$ cat config.mk
export PLATFORM = sky130hd
export DESIGN_NAME = pong_match_ctrl_flat
export DESIGN_NICKNAME = d
export VERILOG_FILES = /design/src/rtl/pong_match_ctrl_if.sv /design/src/rtl/pong_match_ctrl.sv /design/src/flat_wrapper.sv
export SDC_FILE = /design/constraint.sdc
export NUM_CORES = 1
export LEC_CHECK = 0
export CORE_MARGIN = 5
export CORE_UTILIZATION = 48
export DETAILED_ROUTE_END_ITERATION = 6
export PLACE_DENSITY_LB_ADDON = 0.05
export SLEW_MARGIN = 15
export SYNTH_ARGS = -nofsm -noshare
export SYNTH_HDL_FRONTEND = slang
export SYNTH_SLANG_ARGS = --single-unit
export TNS_END_PERCENT = 50
$ cat constraint.sdc
create_clock -name clk_100MHz -period 3.65 [get_ports clk_100MHz]
set_clock_uncertainty 0.15 [all_clocks]
set_input_delay 0.9125 -clock clk_100MHz [delete_from_list [all_inputs] [get_ports clk_100MHz]]
set_output_delay 0.9125 -clock clk_100MHz [all_outputs]
set_load 0.01 [all_outputs]
$ cat src/rtl/pong_match_ctrl_if.sv
// Game-flow signal bundle between the Pong datapath/inputs and the match controller.
// The slave side is the controller; the master side drives frame, button and miss events.
interface pong_match_ctrl_if #(
   parameter int FCW = 9
);
   logic           frame_tick;
   logic           up;
   logic           down;
   logic           up1;
   logic           down1;
   logic           miss_left;
   logic           miss_right;
   logic [2:0]     state;
   logic           title_on;
   logic           play_en;
   logic           ball_rst;
   logic           serve_dir;
   logic [FCW-1:0] frames_left;
   logic [3:0]     score1;
   logic [3:0]     score2;
   logic           game_over;

   modport slave (
      input  frame_tick, up, down, up1, down1, miss_left, miss_right,
      output state, title_on, play_en, ball_rst, serve_dir, frames_left,
             score1, score2, game_over
   );

   modport master (
      output frame_tick, up, down, up1, down1, miss_left, miss_right,
      input  state, title_on, play_en, ball_rst, serve_dir, frames_left,
             score1, score2, game_over
   );
endinterface

$ cat src/rtl/pong_match_ctrl.sv
// Pong match controller: title -> serve countdown -> play -> point pause -> game over.
// Owns both scores, the serve direction and a shared frame counter; all outputs registered.
module pong_match_ctrl #(
   parameter int WIN_SCORE    = 9,
   parameter int SERVE_FRAMES = 120,
   parameter int POINT_FRAMES = 60,
   parameter int OVER_FRAMES  = 180,
   parameter int FCW          = 9
) (
   input  logic                 clk_100MHz,
   input  logic                 reset,
   pong_match_ctrl_if.slave     bus
);

   typedef enum logic [2:0] {
      ST_TITLE = 3'd0,
      ST_SERVE = 3'd1,
      ST_PLAY  = 3'd2,
      ST_POINT = 3'd3,
      ST_OVER  = 3'd4
   } state_t;

   localparam logic [FCW-1:0] SERVE_N = FCW'(SERVE_FRAMES);
   localparam logic [FCW-1:0] POINT_N = FCW'(POINT_FRAMES);
   localparam logic [FCW-1:0] OVER_N  = FCW'(OVER_FRAMES);
   localparam logic [FCW-1:0] CNT_ONE = FCW'(1);
   localparam logic [FCW-1:0] CNT_ZER = '0;
   localparam logic [3:0]     WIN_N   = 4'(WIN_SCORE);

   state_t         state_r,     state_nxt_s;
   logic [FCW-1:0] cnt_r,       cnt_nxt_s;
   logic [3:0]     score1_r,    score1_nxt_s;
   logic [3:0]     score2_r,    score2_nxt_s;
   logic           serve_dir_r, serve_dir_nxt_s;
   logic           btn_prev_r;
   logic           title_on_r;
   logic           play_en_r;
   logic           ball_rst_r;
   logic           game_over_r;

   logic           any_s;
   logic           press_s;
   logic           expire_s;
   logic [3:0]     score1_inc_s;
   logic [3:0]     score2_inc_s;

   assign any_s        = bus.up | bus.down | bus.up1 | bus.down1;
   assign press_s      = any_s & ~btn_prev_r;
   // A tick on a count of 1 (or a stray 0) ends the timed state instead of decrementing.
   assign expire_s     = bus.frame_tick & (cnt_r <= CNT_ONE);
   assign score1_inc_s = score1_r + 4'd1;
   assign score2_inc_s = score2_r + 4'd1;

   // Next-state, counter, score and serve-direction decisions for the match flow.
   always_comb begin
      state_nxt_s     = state_r;
      cnt_nxt_s       = cnt_r;
      score1_nxt_s    = score1_r;
      score2_nxt_s    = score2_r;
      serve_dir_nxt_s = serve_dir_r;
      case (state_r)
         ST_TITLE: begin
            score1_nxt_s = 4'd0;
            score2_nxt_s = 4'd0;
            if (press_s) begin
               state_nxt_s     = ST_SERVE;
               cnt_nxt_s       = SERVE_N;
               serve_dir_nxt_s = 1'b0;
            end else begin
               state_nxt_s = ST_TITLE;
            end
         end
         ST_SERVE: begin
            if (expire_s) begin
               state_nxt_s = ST_PLAY;
            end else if (bus.frame_tick) begin
               cnt_nxt_s = cnt_r - CNT_ONE;
            end else begin
               cnt_nxt_s = cnt_r;
            end
         end
         ST_PLAY: begin
            // Misses take priority over frame ticks, which are ignored here anyway.
            if (bus.miss_left && bus.miss_right) begin
               state_nxt_s = ST_POINT;
               cnt_nxt_s   = POINT_N;
            end else if (bus.miss_left) begin
               score2_nxt_s    = score2_inc_s;
               serve_dir_nxt_s = 1'b0;
               if (score2_inc_s == WIN_N) begin
                  state_nxt_s = ST_OVER;
                  cnt_nxt_s   = OVER_N;
               end else begin
                  state_nxt_s = ST_POINT;
                  cnt_nxt_s   = POINT_N;
               end
            end else if (bus.miss_right) begin
               score1_nxt_s    = score1_inc_s;
               serve_dir_nxt_s = 1'b1;
               if (score1_inc_s == WIN_N) begin
                  state_nxt_s = ST_OVER;
                  cnt_nxt_s   = OVER_N;
               end else begin
                  state_nxt_s = ST_POINT;
                  cnt_nxt_s   = POINT_N;
               end
            end else begin
               state_nxt_s = ST_PLAY;
            end
         end
         ST_POINT: begin
            if (expire_s) begin
               state_nxt_s = ST_SERVE;
               cnt_nxt_s   = SERVE_N;
            end else if (bus.frame_tick) begin
               cnt_nxt_s = cnt_r - CNT_ONE;
            end else begin
               cnt_nxt_s = cnt_r;
            end
         end
         ST_OVER: begin
            // Counter parks at zero; only then does a press restart the match.
            if (cnt_r == CNT_ZER) begin
               if (press_s) begin
                  state_nxt_s  = ST_TITLE;
                  score1_nxt_s = 4'd0;
                  score2_nxt_s = 4'd0;
               end else begin
                  state_nxt_s = ST_OVER;
               end
            end else if (bus.frame_tick) begin
               cnt_nxt_s = cnt_r - CNT_ONE;
            end else begin
               cnt_nxt_s = cnt_r;
            end
         end
         default: begin
            state_nxt_s  = ST_TITLE;
            cnt_nxt_s    = CNT_ZER;
            score1_nxt_s = 4'd0;
            score2_nxt_s = 4'd0;
         end
      endcase
   end

   // State, counter, scores, button history and registered decoded outputs.
   always_ff @(posedge clk_100MHz or posedge reset) begin
      if (reset) begin
         state_r     <= ST_TITLE;
         cnt_r       <= CNT_ZER;
         score1_r    <= 4'd0;
         score2_r    <= 4'd0;
         serve_dir_r <= 1'b0;
         btn_prev_r  <= 1'b1;
         title_on_r  <= 1'b1;
         play_en_r   <= 1'b0;
         ball_rst_r  <= 1'b1;
         game_over_r <= 1'b0;
      end else begin
         state_r     <= state_nxt_s;
         cnt_r       <= cnt_nxt_s;
         score1_r    <= score1_nxt_s;
         score2_r    <= score2_nxt_s;
         serve_dir_r <= serve_dir_nxt_s;
         btn_prev_r  <= any_s;
         title_on_r  <= (state_nxt_s == ST_TITLE);
         play_en_r   <= (state_nxt_s == ST_PLAY);
         ball_rst_r  <= (state_nxt_s == ST_TITLE) || (state_nxt_s == ST_SERVE);
         game_over_r <= (state_nxt_s == ST_OVER);
      end
   end

   assign bus.state       = state_r;
   assign bus.frames_left = cnt_r;
   assign bus.score1      = score1_r;
   assign bus.score2      = score2_r;
   assign bus.serve_dir   = serve_dir_r;
   assign bus.title_on    = title_on_r;
   assign bus.play_en     = play_en_r;
   assign bus.ball_rst    = ball_rst_r;
   assign bus.game_over   = game_over_r;

endmodule
$ cat src/flat_wrapper.sv
// flat-port wrapper written by rule: the top's interface ports become plain ports
module pong_match_ctrl_flat 
#(
   parameter int WIN_SCORE    = 9,
   parameter int SERVE_FRAMES = 120,
   parameter int POINT_FRAMES = 60,
   parameter int OVER_FRAMES  = 180,
   parameter int FCW          = 9
)
  (clk_100MHz, reset, bus_frame_tick, bus_up, bus_down, bus_up1, bus_down1, bus_miss_left, bus_miss_right, bus_state, bus_title_on, bus_play_en, bus_ball_rst, bus_serve_dir, bus_frames_left, bus_score1, bus_score2, bus_game_over);
  pong_match_ctrl_if #(.FCW(FCW)) bus_i ();
  input  logic clk_100MHz;
  input  logic reset;
  input wire logic [$bits(bus_i.frame_tick)-1:0] bus_frame_tick;
  input wire logic [$bits(bus_i.up)-1:0] bus_up;
  input wire logic [$bits(bus_i.down)-1:0] bus_down;
  input wire logic [$bits(bus_i.up1)-1:0] bus_up1;
  input wire logic [$bits(bus_i.down1)-1:0] bus_down1;
  input wire logic [$bits(bus_i.miss_left)-1:0] bus_miss_left;
  input wire logic [$bits(bus_i.miss_right)-1:0] bus_miss_right;
  output wire logic [$bits(bus_i.state)-1:0] bus_state;
  output wire logic [$bits(bus_i.title_on)-1:0] bus_title_on;
  output wire logic [$bits(bus_i.play_en)-1:0] bus_play_en;
  output wire logic [$bits(bus_i.ball_rst)-1:0] bus_ball_rst;
  output wire logic [$bits(bus_i.serve_dir)-1:0] bus_serve_dir;
  output wire logic [$bits(bus_i.frames_left)-1:0] bus_frames_left;
  output wire logic [$bits(bus_i.score1)-1:0] bus_score1;
  output wire logic [$bits(bus_i.score2)-1:0] bus_score2;
  output wire logic [$bits(bus_i.game_over)-1:0] bus_game_over;
  assign bus_i.frame_tick = bus_frame_tick;
  assign bus_i.up = bus_up;
  assign bus_i.down = bus_down;
  assign bus_i.up1 = bus_up1;
  assign bus_i.down1 = bus_down1;
  assign bus_i.miss_left = bus_miss_left;
  assign bus_i.miss_right = bus_miss_right;
  assign bus_state = bus_i.state;
  assign bus_title_on = bus_i.title_on;
  assign bus_play_en = bus_i.play_en;
  assign bus_ball_rst = bus_i.ball_rst;
  assign bus_serve_dir = bus_i.serve_dir;
  assign bus_frames_left = bus_i.frames_left;
  assign bus_score1 = bus_i.score1;
  assign bus_score2 = bus_i.score2;
  assign bus_game_over = bus_i.game_over;
  pong_match_ctrl #(.WIN_SCORE(WIN_SCORE), .SERVE_FRAMES(SERVE_FRAMES), .POINT_FRAMES(POINT_FRAMES), .OVER_FRAMES(OVER_FRAMES), .FCW(FCW)) u_core (.clk_100MHz(clk_100MHz), .reset(reset), .bus(bus_i));
endmodule
== Word-level counts from Yosys, hierarchy flattened ==
Cells that the tools add are included.
Widths: inputs -> output; s select.

* Order comparisons: 1
* Reduce and logical (&&, ||, !) cells: 11
* $add $sub $neg: 3
* Bitwise logic cells: 7
* Equality and inequality tests: 20
* Divide/modulo/power cells: 0
* Multipliers: 0
* Multiplexer cells: 36
* Shift operators: 0

{| class="wikitable"
|+ Operators with widths
! cell !! number
|-
| $mux 9 || 8
|-
| $pmux 9 s5 || 1
|-
| $mux 4 || 7
|-
| $mux 3 || 9
|-
| $pmux 4 s3 || 2
|-
| $mux 8 || 2
|-
| $pmux 3 s5 || 1
|-
| $ne 2x2->1 const B || 6
|-
| $eq 3x2->1 const B || 3
|-
| $le 9x1->1 const B || 1
|-
| $logic_not 9->1 || 1
|-
| $sub 9x1->9 const B || 1
|-
| $add 4x1->4 const B || 2
|-
| $eq 4x4->1 const B || 2
|-
| $reduce_and 4->1 || 2
|-
| $eq 3x1->1 const B || 2
|-
| $eq 3x3->1 const B || 2
|-
| $logic_not 3->1 || 2
|-
| $ne 2x1->1 const B || 3
|-
| $reduce_and 6->1 || 1
|-
| $mux 1 || 5
|-
| $reduce_and 5->1 || 1
|-
| $ne 4x3->1 const B || 1
|-
| $ne 3x3->1 const B || 1
|-
| other kinds (8) || 12
|}

* Memories: 0
* ROM bits: 0
* Input port bits: 9
* Output and inout bits: 25
* Bits in latches: 0
* Bits in registers: 26
* RAM bits: 0
* Logic and storage cells: 88

== Longest topological paths before layout ==
Gate-level depths: netlist of run 1.

* Depth after elaboration: 9
* Depth in mapped cells: 8
* Gate-level depth less buffers: 8

== Least setup slack after synthesis of run 1 ==
OpenSTA, ideal clock, no wires.

* Kind: in2reg
* From: in bus_frame_tick
* To: reg u_core.cnt_r[7], in the netlist u_core.bus.frames_left[7]
* Data arrival time: 2212 ps
* Setup time: 121 ps
* Slack: 1167 ps
* Buffers on the path: 0
* Stages: 6
* Cells stage by stage: or4b_4 -> nor3_4 -> nand2_1 -> a31oi_1 -> o22ai_1 -> a22o_1

* Word-level cells in the longest chain between the ends: 3
* Elaborated cells between the ends (all ways): 8

{| class="wikitable"
|+ Ends and longest elaborated chain
! item !! line !! source
|-
| from (decl) || flat_wrapper.sv:14 || <nowiki>input wire logic [$bits(bus_i.frame_tick)-1:0] bus_frame_tick;</nowiki>
|-
| $mux 9 / $and 1x1->1 (equally long branches) || - ||
|-
| $mux 9, or another cell as far along || - ||
|-
| $pmux 9 s5 / $reduce_and 4->1 (equally long branches) || - ||
|-
| to (signal assigned) || pong_match_ctrl.sv:161 || <nowiki>cnt_r <= cnt_nxt_s;</nowiki>
|-
| to (decl) || pong_match_ctrl.sv:31 || <nowiki>logic [FCW-1:0] cnt_r, cnt_nxt_s;</nowiki>
|}

Several ways; a longest one is shown, not always the timed one. The select of a mux whose other input is x is not followed.
A chain may end at the register's enable or synchronous reset.

== Worst setup path in the final report of run 1 ==
Ends and elaborated chain as after synthesis.

==> results.ini, run 1 <==
[yosys]
ys_seq_area_share_pct=38.5
synth_largest_area_cell=dfrtp_1
synth_area_per_cell_sq_um=8.71
synth_top_area_share_pct=33.9
async_reset_ff_share_pct=100
synth_area_sq_mm=0.00170
synth_seq_cells=26
yosys-top-cells-area=dfrtp_1 34%, ha_1 5.2%, dfstp_2 4.6%
synth_edf_count=0
ys_warn_count=0
synth_flop_cell=dfrtp_1
synth_cells=195
syn_nets=211
synth_cell_type_count=49

[layout]
mostFrequentLayoutCells=33 x clkdlybuf4s50_1, 23 x dfrtp_1, 18 x nor2_1, 16 x nand2_1
area_growth_pct=23.3
nFillCells=305
seqCellArea_sq_um=654
antennaDiodeCount=0
utilization_pct=61.8
multi_input_area_sq_um=972
final_common_cell=clkdlybuf4s50_1
nets=245
layout-drive-gt1-share_pct=6.58

[sta]
relSlewSlack_pct=54.8
fin_crit_ps=2960
fmax_ghz=0.338
worstMarginPinSlew_ps=678
rsz0062_at_grt=false
setup_tns_ps=0
setup_viol=0
hold_viol=0
drv_slew=0
finalCritPeriodShare_pct=81.0

[global_route]
antenna_found_initial=0
overflow=0
grt_pass1_vias=1589
grt_pass1_wl_microns=7450
grt_max_degree=27
grt.total_usage_pct=18.4

[die]
rows=21
dieArea_sq_mm=0.00483
start_util_pct=50.1
die_y_microns=69.5
boundaryPins=34
die_width_microns=69.5
core_area_sq_mm=0.00339

[cts]
root_buffer=clkbuf_4
post_cts_buffers=0
cts_made_buffers=3
cts_sinks=26
path_clk_slew_ps=130
worstSkewPairLatency_ps=320
cts_tree=yes
cts_resized=0
clock_path_buffers=2
cts_hold_buf=0
h-tree-depth=1

[power_and_ir_drop]
combPwrFrac_pct=50.1
vdd_drop_max_mv=0.305
seq_power_share_pct=39.9
clockPowerShare_pct=10.0
p_switching_uw=540
cell_internal_pwr_uw=727
leakage_nw=0.833
power_density_mw_per_mm2=605
p_sw_share_pct=42.6

[critical_path]
ff2ff_path_depth=6
worstPathArrival_ps=3030
endpoint_kind=flip-flop
cp.required_ps=3720
critPathMaxFanout=7
rr_endpoint=u_core.bus.frames_left[7]
worstSetupPathType=in -> reg
cp-start-kind=input port
regToRegSetupSlack_ps=1280
cp-startpoint=bus_frame_tick
reg2reg_from=u_core.bus.state[2]

[outcome]
status=complete, no violations

[detailed_routing]
route.detailed.drc=0
ant_nets=0
wl_per_cell_microns=15.8
via_per_inst=5.89
routed_wl_microns=4330
num_vias=1614
first_pass_iters=4
drt_iter0_markers=110

[hold_path]
hold_depth=1
hold_end=u_core.bus.frames_left[8]
min_path_type=reg -> reg
min_from=u_core.bus.frames_left[8]

[placed_design]
place_hpwl_microns=3180
gp_congestion=0.912
port_buffers=33

[run]
maxCapViolCount=0

[area by class of cell]
| cell class | count | area share [%] |
|---|---|---|
| multi-input cells | 152 | 46.4 |
| flip-flops and latches | 26 | 31.3 |
| clock buffers | 4 | 1.26 |
| well taps | 46 | 2.75 |
| repair buffers | 34 | 16.1 |
| inverters | 12 | 2.15 |
[power groups by stage]
stage	combinational [mW]	sequential [mW]	clock (mW)
floorplan	0.387	0.494	0
global placement	0.625	0.505	0
detailed placement	0.633	0.505	0
CTS	0.637	0.501	0.134
global route	0.704	0.523	0.143
finish	0.635	0.505	0.126
[flip-flops by register name, summed over array words and instances (netlist names)]
| name | flops |
|---|---|
| u_core.bus.state | 3 |
| u_core.bus.score2 | 4 |
| u_core.bus.score1 | 4 |
| u_core.bus.serve_dir | 1 |
| u_core.bus.play_en | 1 |
| u_core.bus.game_over | 1 |
| u_core.bus.ball_rst | 1 |
| u_core.btn_prev_r | 1 |
| u_core.bus.frames_left | 9 |
| u_core.bus.title_on | 1 |
[worst max-delay path: stages]
cell and delay [ps]:
clkdlybuf4s50_1 580, or4b_4 530, nor3_4 290, nand2_1 170
a31oi_1 240, o22ai_1 120, a22o_1 190
[cells by family after synthesis]
group | count (synthesis) | synth area share, %
AND/OR/NAND/NOR | 75 | 23.4
AO/OA/AOI/OAI | 66 | 26.7
flip-flops | 26 | 38.5
buffers and inverters | 17 | 4.20
adder cells (fa/ha/maj) | 7 | 5.16
XOR/XNOR | 4 | 2.06
[metal layers]
metal	share of wire, %	wire, microns	global-route usage [%]	up-vias
met5	0	0	0	-
met4	0.88	38	6.94	0
met3	6.0	258	4.20	6
met2	46	1970	28.7	58
met1	48	2060	24.8	764
li1	-	-	-	786
[synthesized netlist by cell type, drive strengths merged (2+ instances only)]
| cell | n |
|---|---|
| a22o | 5 |
| o311ai | 2 |
| xnor2 | 3 |
| a31oi | 2 |
| dfstp | 3 |
| or4 | 3 |
| clkbuf | 4 |
| nand3 | 11 |
| nor2 | 19 |
| nand2 | 16 |
| nand2b | 8 |
| o31a | 2 |
| inv | 12 |
| ha | 7 |
| nand3b | 2 |
| o21ai | 23 |
| nor3 | 4 |
| a21oi | 13 |
| a22oi | 2 |
| o31ai | 4 |
| nor4 | 4 |
| o2bb2ai | 2 |
| dfrtp | 23 |
[through the flow]
step                instances  total power [mW]  hold slack [ps]  setup slack [ps]  instance area [sq um]
global route              274              1.37              441               603                   2090
CTS                       274              1.27              389               745                   2090
floorplan                 195             0.880              383              1170                   1700
detailed placement        270              1.14              366               391                   2070
finish                    274              1.27              388               694                   2090
global placement          270              1.13              340               441                   2070
[how the worst max path moves through the flow]
stage | to | slack, ps | cells past startpoint
5_1_grt | u_core.bus.frames_left[7] | 600 | 7
6_report | u_core.bus.frames_left[7] | 690 | 7
4_1_cts | u_core.bus.frames_left[7] | 750 | 7
3_5_place_dp | u_core.bus.frames_left[7] | 390 | 7
3_3_place_gp | u_core.bus.frames_left[7] | 440 | 7
2_1_floorplan | u_core.bus.frames_left[7] | 1170 | 6
No activity file was read; power rests on OpenSTA's default activity.
==> inputs of run 2 (changes only) <==
==> constraint.sdc (replaced) <==
create_clock -name clk_100MHz -period 2.93 [get_ports clk_100MHz]
set_clock_uncertainty 0.15 [all_clocks]
set_input_delay 0.7325 -clock clk_100MHz [delete_from_list [all_inputs] [get_ports clk_100MHz]]
set_output_delay 0.7325 -clock clk_100MHz [all_outputs]
set_load 0.01 [all_outputs]
==> results.ini, run 2 (synthesized netlist as in run 1, its figures left out) <==
[critical_path]
crit_top_cell=buf_4
path_cells=clkdlybuf4s50_1, buf_4, nor4b_1, nor3b_1, buf_4, nand2b_1, o21ai_0, a21oi_1, o21ai_1
cp-start-kind=input port
max_stage_delay_ps=500
worstSetupPathType=in -> reg
critPathMaxFanout=3
worstPathArrival_ps=2720
endpoint_kind=flip-flop
cp.required_ps=3060
cpMaxStageDelayCell=clkdlybuf4s50_1

[die]
rows=21
start_util_pct=50.1
die_y_microns=69.5
core_area_sq_mm=0.00339
dieArea_sq_mm=0.00483
boundaryPins=34
die_width_microns=69.5

[layout]
nets=254
layout-drive-gt1-share_pct=10.5
nFillCells=293
design_area_sq_mm=0.00219
antennaDiodeCount=0
area_growth_pct=28.8
mostFrequentLayoutCells=33 x clkdlybuf4s50_1, 23 x dfrtp_1, 18 x nor2_1, 16 x nand2_1
largest_register_ffs=9
final_common_cell=clkdlybuf4s50_1

[detailed_routing]
via_per_inst=5.75
ant_nets=0
first_pass_iters=4
wl_per_cell_microns=15.9
route.detailed.drc=0
routed_wl_microns=4510
num_vias=1626
drt_iter0_markers=101

[placed_design]
gp_congestion=0.899
place_hpwl_microns=3430
port_buffers=33
dpl_cell_area_sq_mm=0.00213

[sta]
relSlewSlack_pct=50.9
finalCritPeriodShare_pct=88.2
worstMarginPinSlew_ps=736
rsz0062_at_grt=false
hold_viol=0
drv_slew=0
fmax_ghz=0.387
setup_viol=0
fin_crit_ps=2580

[power_and_ir_drop]
clockPowerShare_pct=15.1
power_mw=1.72
seq_power_share_pct=34.3
power_density_mw_per_mm2=785
cell_internal_pwr_mw=1.02
vdd_drop_max_mv=0.436
p_sw_share_pct=40.4
p_switching_uw=694
combPwrFrac_pct=50.6
leakage_nw=0.890

[global_route]
grt_pass1_wl_microns=7440
grt.total_usage_pct=18.5
antenna_found_initial=0
grt_max_degree=19
grt_pass1_vias=1608
overflow=0

[outcome]
status=complete, no violations

[hold_path]
min_path_type=reg -> reg

[cts]
cts_tree=yes
root_buffer=clkbuf_4
clock_path_buffers=2
h-tree-depth=1
cts_sinks=26
cts_resized=0
cts_made_buffers=3
worstSkewPairLatency_ps=340
cts_hold_buf=0
post_cts_buffers=0
path_clk_slew_ps=160

[run]
maxCapViolCount=0

run 2: changes by cell type in the layout (fill, tap and decap cells not counted):
cell       before  now
buf_4           1   10
bufinv_16       0    1
clkbuf_1        1    0
run 2: worst paths after layout:
kind	start	end	slack [ps]	depth (start not counted)
max	bus_frame_tick	u_core.bus.frames_left[5]	350	9
min	u_core.bus.frames_left[8]	u_core.bus.frames_left[8]	380	1
min reg2reg	u_core.bus.frames_left[8]	u_core.bus.frames_left[8]	380	1
min in group asynchronous	reset	u_core.bus.play_en	650	2
max in group asynchronous	reset	u_core.bus.serve_dir	1420	3
max reg2reg	u_core.bus.frames_left[1]	u_core.bus.frames_left[7]	460	9
run 2: worst max-delay path, delay by kind of cell:
kind	cells	cell delay, ps
buffers and inverters	3	820
AOI/OAI and AO/OA	3	390
and+or+nand+nor	3	790
run 2: final cells by class:
type | count | area (sq um) | area share, %
clock buffer | 3 | 22.5 | 1.03
sequential | 26 | 654 | 29.9
timing repair buffer | 43 | 405 | 18.5
inverter | 12 | 45.0 | 2.06
clock inverter | 1 | 30.0 | 1.37
tap | 46 | 57.6 | 2.63
multi-input combinational | 152 | 972 | 44.5
run 2: layer usage:
layer / vias to the layer above / track usage (%) / wire (microns)
li1: 797 / - / -
met1: 768 / 24.5 / 2090
met2: 55 / 31.3 / 2120
met3: 6 / 2.90 / 253
met4: 0 / 4.99 / 44
met5: - / 0 / 0
run 2: power by group through the flow:
stage	clock (mW)	sequential, mW	combinational [mW]
after floorplan	0	0.615	0.482
after global placement	0	0.590	0.848
after detailed placement	0	0.594	0.861
after CTS	0.259	0.588	0.870
after global routing	0.272	0.604	0.946
final	0.259	0.589	0.868
run 2: metrics by stage:
stage	setup TNS [ps]	util [%]	setup WS (ps)	instances	hold WS, ps
floorplan	0	-	627	195	383
global placement	-23.3	63.0	-23.3	279	351
detailed placement	0	63.0	20.8	279	352
CTS	0	64.5	348	283	375
global route	0	64.5	222	283	397
finish	0	64.5	346	283	377
